### config.mk
export PLATFORM = sky130hd
export DESIGN_NAME = fetch_stage
export DESIGN_NICKNAME = d
export VERILOG_FILES = /design/src/rtl/fetch_stage.sv
export SDC_FILE = /design/constraint.sdc
export NUM_CORES = 1
export LEC_CHECK = 0
export ABC_CLOCK_PERIOD_IN_PS = 10500
export BUFFER_PORTS_ARGS = -buffer_cell sky130_fd_sc_hd__buf_2
export CORE_MARGIN = 1
export CORE_UTILIZATION = 52
export DETAILED_ROUTE_END_ITERATION = 10
export PLACE_DENSITY_LB_ADDON = 0.15
export SLEW_MARGIN = 20
export SYNTH_ARGS = -nofsm -noshare
export SYNTH_HDL_FRONTEND = slang
export SYNTH_SLANG_ARGS = --single-unit
export TNS_END_PERCENT = 30
### constraint.sdc
create_clock -name clk -period 10.5 [get_ports clk]
set_input_delay 1.05 -clock clk [delete_from_list [all_inputs] [get_ports clk]]
set_output_delay 1.05 -clock clk [all_outputs]
set_load 0.01 [all_outputs]
### src/rtl/fetch_stage.sv
// Fetch stage with IF/ID pipeline register.
// Holds the fetch PC, picks the next PC from the EX-stage redirect select,
// and registers the fetched instruction into D with stall, flush and bubble
// handling. It also counts redirects taken since reset.
module fetch_stage #(
   parameter logic [31:0] RESET_PC  = 32'h0000_0000,
   parameter logic [31:0] NOP_INSTR = 32'h0000_0013
) (
   input  logic        clk,
   input  logic        rst,
   input  logic [1:0]  PCSrcE,
   input  logic [31:0] PCTargetE,
   input  logic [31:0] ALUResultE,
   input  logic        StallF,
   input  logic        StallD,
   input  logic        FlushD,
   input  logic [31:0] InstrF,
   output logic [31:0] PCF,
   output logic [31:0] PCPlus4F,
   output logic [31:0] InstrD,
   output logic [31:0] PCD,
   output logic [31:0] PCPlus4D,
   output logic        ValidD,
   output logic        RedirectE,
   output logic [31:0] RedirectCount
);

   logic [31:0] pc_next;

   // Sequential PC plus 4; the 32-bit sum wraps naturally.
   assign PCPlus4F = PCF + 32'd4;

   // Next-PC select; code 11 is reserved and behaves like plain PC+4.
   always_comb begin
      pc_next   = PCPlus4F;
      RedirectE = 1'b0;
      unique case (PCSrcE)
         2'b01: begin
            pc_next   = PCTargetE;
            RedirectE = 1'b1;
         end
         2'b10: begin
            pc_next   = {ALUResultE[31:1], 1'b0};
            RedirectE = 1'b1;
         end
         default: begin
            pc_next   = PCPlus4F;
            RedirectE = 1'b0;
         end
      endcase
   end

   // PC register: a redirect wins over a stall because whatever sits in F
   // behind a taken redirect is wrong-path.
   always_ff @(posedge clk or posedge rst) begin
      if (rst) begin
         PCF <= RESET_PC;
      end else if (RedirectE) begin
         PCF <= pc_next;
      end else if (!StallF) begin
         PCF <= PCPlus4F;
      end
   end

   // IF/ID register: a flush (external or from a redirect) inserts a bubble
   // even when D is stalled.
   always_ff @(posedge clk or posedge rst) begin
      if (rst) begin
         InstrD   <= NOP_INSTR;
         PCD      <= 32'd0;
         PCPlus4D <= 32'd0;
         ValidD   <= 1'b0;
      end else if (FlushD || RedirectE) begin
         InstrD   <= NOP_INSTR;
         PCD      <= 32'd0;
         PCPlus4D <= 32'd0;
         ValidD   <= 1'b0;
      end else if (!StallD) begin
         InstrD   <= InstrF;
         PCD      <= PCF;
         PCPlus4D <= PCPlus4F;
         ValidD   <= 1'b1;
      end
   end

   // Redirect counter; counts regardless of stalls and wraps at 2^32.
   always_ff @(posedge clk or posedge rst) begin
      if (rst) begin
         RedirectCount <= 32'd0;
      end else if (RedirectE) begin
         RedirectCount <= RedirectCount + 32'd1;
      end
   end

endmodule

After elaboration in Yosys (flattened, before gate mapping) --
Index checks and enable logic that the tools add are counted. Widths: inputs -> output; s select.
Storage, ports and cells: bits in registers 161, bits in latches 0, RAM bits 0, ROM bits 0, input bits 103, output and inout bits 194, word-level logic and storage cells 26, memories 0
Operators by class: add/subtract/negate cells 2, multipliers 0, divide/modulo/power cells 0, order comparisons 0, eq/ne operators 4, shift-type cells 0, muxes and demuxes 12, bitwise gates (word level) 0, reduce and logical (&&, ||, !) cells 2
Operators by type and width (number):
- $mux 32 | 8
- $pmux 32 s2 | 1
- $add 32x1->32 const B | 1
- $add 32x3->32 const B | 1
- $ne 2x1->1 const B | 2
- $mux 1 | 3
- $eq 2x1->1 const B | 1
- $eq 2x2->1 const B | 1
- $reduce_or 2->1 | 1
- $logic_or 1x1->1 | 1

Depth between registers and ports, before layout --
depth after elaboration 5, mapped depth 10, depth with buffers taken out 7

Least setup slack after synthesis --
Ideal clock, no wire load.
path kind input to output, start input port PCSrcE[0], end output port RedirectE, arrival 1888 ps, data required time 9450 ps, slack 7562 ps, stages on the path 5, buffers on the path 2, path through inv_1 -> ha_1 -> buf_2 -> inv_1 -> clkbuf_1
On the way: longest elaborated chain between the ends 3, elaborated cells on any way between the ends 4, those cells by class eq/ne (2); mux (1); reduce/logical (1)
RTL lines:
- from (decl) | RTL line 11 | input logic [1:0] PCSrcE,
- $eq 2x2->1 / $eq 2x1->1 (equally long branches) | RTL line 37 | unique case (PCSrcE)
- $reduce_or 2->1 (no source line) *
- $mux 1 * | RTL line 37
- to (decl) | RTL line 24 | output logic RedirectE,
Mark *: on every way between the ends. The rest lies on a longest branch, timed or not.

Worst setup path in the final report --
start register PCF[2], end output port PCPlus4F[30]
On the way: longest elaborated chain between the ends 1
RTL lines:
- from (decl) | RTL line 18 | output logic [31:0] PCF,
- from (signal assigned) | RTL line 59 | PCF <= pc_next;
- from (signal assigned) | RTL line 61 | PCF <= PCPlus4F;
- $add 32x3->32 | RTL line 31 | assign PCPlus4F = PCF + 32'd4;
- to (decl) | RTL line 19 | output logic [31:0] PCPlus4F,
Every way passes these cells.

==> run summary <==
* Power Density: 182 nW/µm²
* number of global-route vias before repair: 6,340
* number of diodes added for antenna fixing: 0
* slowest stage delay, CP: 0.53 ns
* clock latency on the worst-skew pair: 0.42 ns
* width of the chip: 120 µm
* maximum vdd drop: 0.124 mV
* buffer and inverter count on the worst path: 1
* fin. max-slew vios: 0
* Site Rows: 42
* mean post-synth cell area: 11.0 µm²
* relative slew slack: 31.3%
* Post-layout nets: 1,033
* sort of element at the start of the critical path: flop
* Worst-path clk slew: 0.07 ns
* number of synthesis warnings: 0
* synthesized net count: 761
* commonest cells in the netlist: sky130_fd_sc_hd__dfrtp_1 (156), sky130_fd_sc_hd__a22o_1 (78), sky130_fd_sc_hd__nand2_1 (53)
* Total Routed Length: 20,800 µm
* drt first pass iters: 4
* Worst Min Path Start: PCD[17]$_DFFE_PP0P_
* count of flip-flops with a built-in enable after synthesis: 0
* number of buffers added to fix hold violations after cts: 0
* Port Buffer Count: 295
* Tightest Hold Check Type: flop to flop
* most used flip-flop cell after synthesis: sky130_fd_sc_hd__dfrtp_1
* proportion of layout cells with a drive suffix above 1: 37.5%
* global placement routability congestion: 0.813
* count of instances resized after the clock tree is built: 0
* H-tree level count: 4
* Clock Root Buffer: sky130_fd_sc_hd__clkbuf_16
* most frequent cell after synthesis: sky130_fd_sc_hd__dfrtp_1
* area fraction of the dominant cell type after synthesis: 54.1%
* Final Total Pwr: 1700 µW
* relative area change from synthesis to final layout: 29.7%
* top-level port count: 297
* family with the most delay on the worst path: simple AND/OR/NAND/NOR gates
* synthesized cell area: 7220 µm²
* share of synthesized flip-flops with an asynchronous set or reset: 100%
* final hold violation count: 0
* Final setup viols: 0
* number of max-capacitance violations reported: 0
* wire length of the first global-routing pass: 32,900 µm
* number of clock sinks seen by CTS: 159
* maximum clock insertion buffer count: 2
* Max Fclk: 265 MHz
* cell leakage power: 0.00490 µW
* Setup Skew: 0.0112 ns
* via density per instance: 5.73
* type of the setup path with the least slack: flop to output port
* critical path startpoint: PCF[2]$_DFFE_PP0P_
* clock tree from TritonCTS: yes
* total DRC errors in the routed layout: 0
* die height: 120 µm
* sum of negative setup slack: 0 ns
* vias: 6,385
* largest cells by area after synthesis: sky130_fd_sc_hd__dfrtp_1 (54%), sky130_fd_sc_hd__a22o_1 (9.5%), sky130_fd_sc_hd__xnor2_1 (5.5%), sky130_fd_sc_hd__nand2_1 (2.8%), sky130_fd_sc_hd__a221oi_1 (2.4%)
* buffers inserted during post-CTS setup optimization: 0
* Setup crit end kind: output port
* remaining number of nets flagged by the antenna check after routing: 0
* area leader, netlist: sky130_fd_sc_hd__dfrtp_1
* average wire per standard cell: 18.7 µm
* aggregate global routing overflow: 0
* maximum number of pins on one net before global-route repair: 92
* fillcell total: 1,049
* die area: 14,400 µm²
* beginning of the worst register-to-register path: PCF[2]$_DFFE_PP0P_
* Critical-path top delay cell: sky130_fd_sc_hd__nor3_1
* number of standard cells after synthesis: 654
* result of the run: completed
* count of different cell masters after synthesis: 44
* data required time at the worst endpoint: 9.45 ns
* period utilization: 35.9%
* largest fanout of any net on the critical path: 7
* RSZ-0062 raised after global routing: no
* arrival time of data at the critical path endpoint: 2.72 ns
* overall fraction of global-route tracks in use: 29.6%
* number of buffers added by the clock tree synthesis step: 17
* sequential-to-total area share from yosys stat: 55.2%
* cell chain of the critical path: ha_1, nand3_1, nor3_1, nand4_1, xnor2_1, buf_2
* flip-flop and latch count after synthesis: 159
* slew at the pin closest to its max-slew limit: 1.03 ns
* placeable core area: 13,400 µm²
* initial antenna violation count: 0
* initial core utilization: 53.9%
* half-perimeter wire length after detailed placement: 14,500 µm
* Iteration-0 DRC Markers: 318
* final worst path period need: 3.77 ns
==> logic make-up after synthesis <==
kind of cell / after synthesis / synth area share, %
AO/OA/AOI/OAI: 192 / 20.1
AND/OR/NAND/NOR: 162 / 11.9
flip-flops: 159 / 55.2
buffers and inverters: 71 / 4.13
XOR/XNOR: 64 / 7.77
adder cells (fa/ha/maj): 4 / 0.694
multiplexers: 2 / 0.312
==> registers in the layout, summed over array words and instances (netlist names) <==
| register | count |
|---|---|
| InstrD | 32 |
| ValidD | 1 |
| RedirectCount | 32 |
| PCPlus4D | 30 |
| PCF | 32 |
| PCD | 32 |
==> cell type report <==
type                            instances  area [µm²]  area share [%]
Multi-Input combinational cell        424        2950            31.5
Clock inverter                         12         135            1.44
Timing Repair Buffer                  301        1520            16.3
Sequential cell                       159        3980            42.6
Tap cell                              176         220            2.35
Inverter                               23        91.3           0.976
Clock buffer                           20         457            4.88
==> layout by cell type, fill, tap and decap left out, types with 10 or more instances in the layout <==
master,instances
sky130_fd_sc_hd__buf_2,295
sky130_fd_sc_hd__dfrtp_1,156
sky130_fd_sc_hd__a22o_1,78
sky130_fd_sc_hd__nand2_1,53
sky130_fd_sc_hd__xnor2_1,45
sky130_fd_sc_hd__o21ai_0,32
sky130_fd_sc_hd__a21oi_1,30
sky130_fd_sc_hd__nand3_1,28
sky130_fd_sc_hd__inv_1,22
sky130_fd_sc_hd__a221oi_1,20
sky130_fd_sc_hd__nor2_1,19
sky130_fd_sc_hd__xor2_1,19
sky130_fd_sc_hd__clkbuf_16,17
sky130_fd_sc_hd__a2bb2oi_1,12
sky130_fd_sc_hd__and3_1,11
sky130_fd_sc_hd__nand4_1,10
==> final timing paths <==
check | slack (ns) | cells past startpoint | end
worst max-delay path | 6.73 | 6 | PCPlus4F[30]
worst min-delay path | 0.48 | 2 | PCD[17]$_DFFE_PP0P_
worst max register to register | 8.05 | 6 | PCF[22]$_DFFE_PP0P_
worst min register to register | 0.48 | 2 | PCD[17]$_DFFE_PP0P_
max in group asynchronous | 8.30 | 3 | RedirectCount[6]$_DFFE_PP0N_
min in group asynchronous | 0.77 | 2 | InstrD[6]$_DFFE_PP0P_
==> worst min-delay path, stage by stage, from the launching register on <==
cell                      delay [ns]
sky130_fd_sc_hd__dfrtp_1        0.34
sky130_fd_sc_hd__nand2_1        0.04
sky130_fd_sc_hd__o21ai_0        0.06
==> stage by stage <==
stage / area (µm²) / hold WS, ns / instances / utilization [%] / setup slack, ns
after CTS: 9360 / 0.483 / 1115 / 69.8 / 6.80
after detailed placement: 8770 / 0.466 / 1083 / 65.4 / 6.78
final: 9360 / 0.481 / 1115 / 69.8 / 6.73
after global placement: 8770 / 0.461 / 1083 / 65.4 / 6.87
after floorplan: 7220 / 0.507 / 654 / - / 5.16
after global routing: 9360 / 0.496 / 1115 / 69.8 / 6.61
==> power by group <==
| part | internal [µW] | switching, µW | leakage, µW |
|---|---|---|---|
| combinational | 147 | 196 | 0.00250 |
| sequential | 669 | 76.0 | 0.00212 |
| clock | 364 | 250 | 0.000279 |
| total | 1180 | 523 | 0.00490 |
==> metal layers <==
layer,GRT usage (%),vias up,routed length (µm)
li1,-,2932,-
met2,50.7,275,10500
met1,36.4,3140,8440
met4,11.6,0,518
met3,6.56,38,1360
met5,0,-,0
Power figures use the tool's default switching activity.
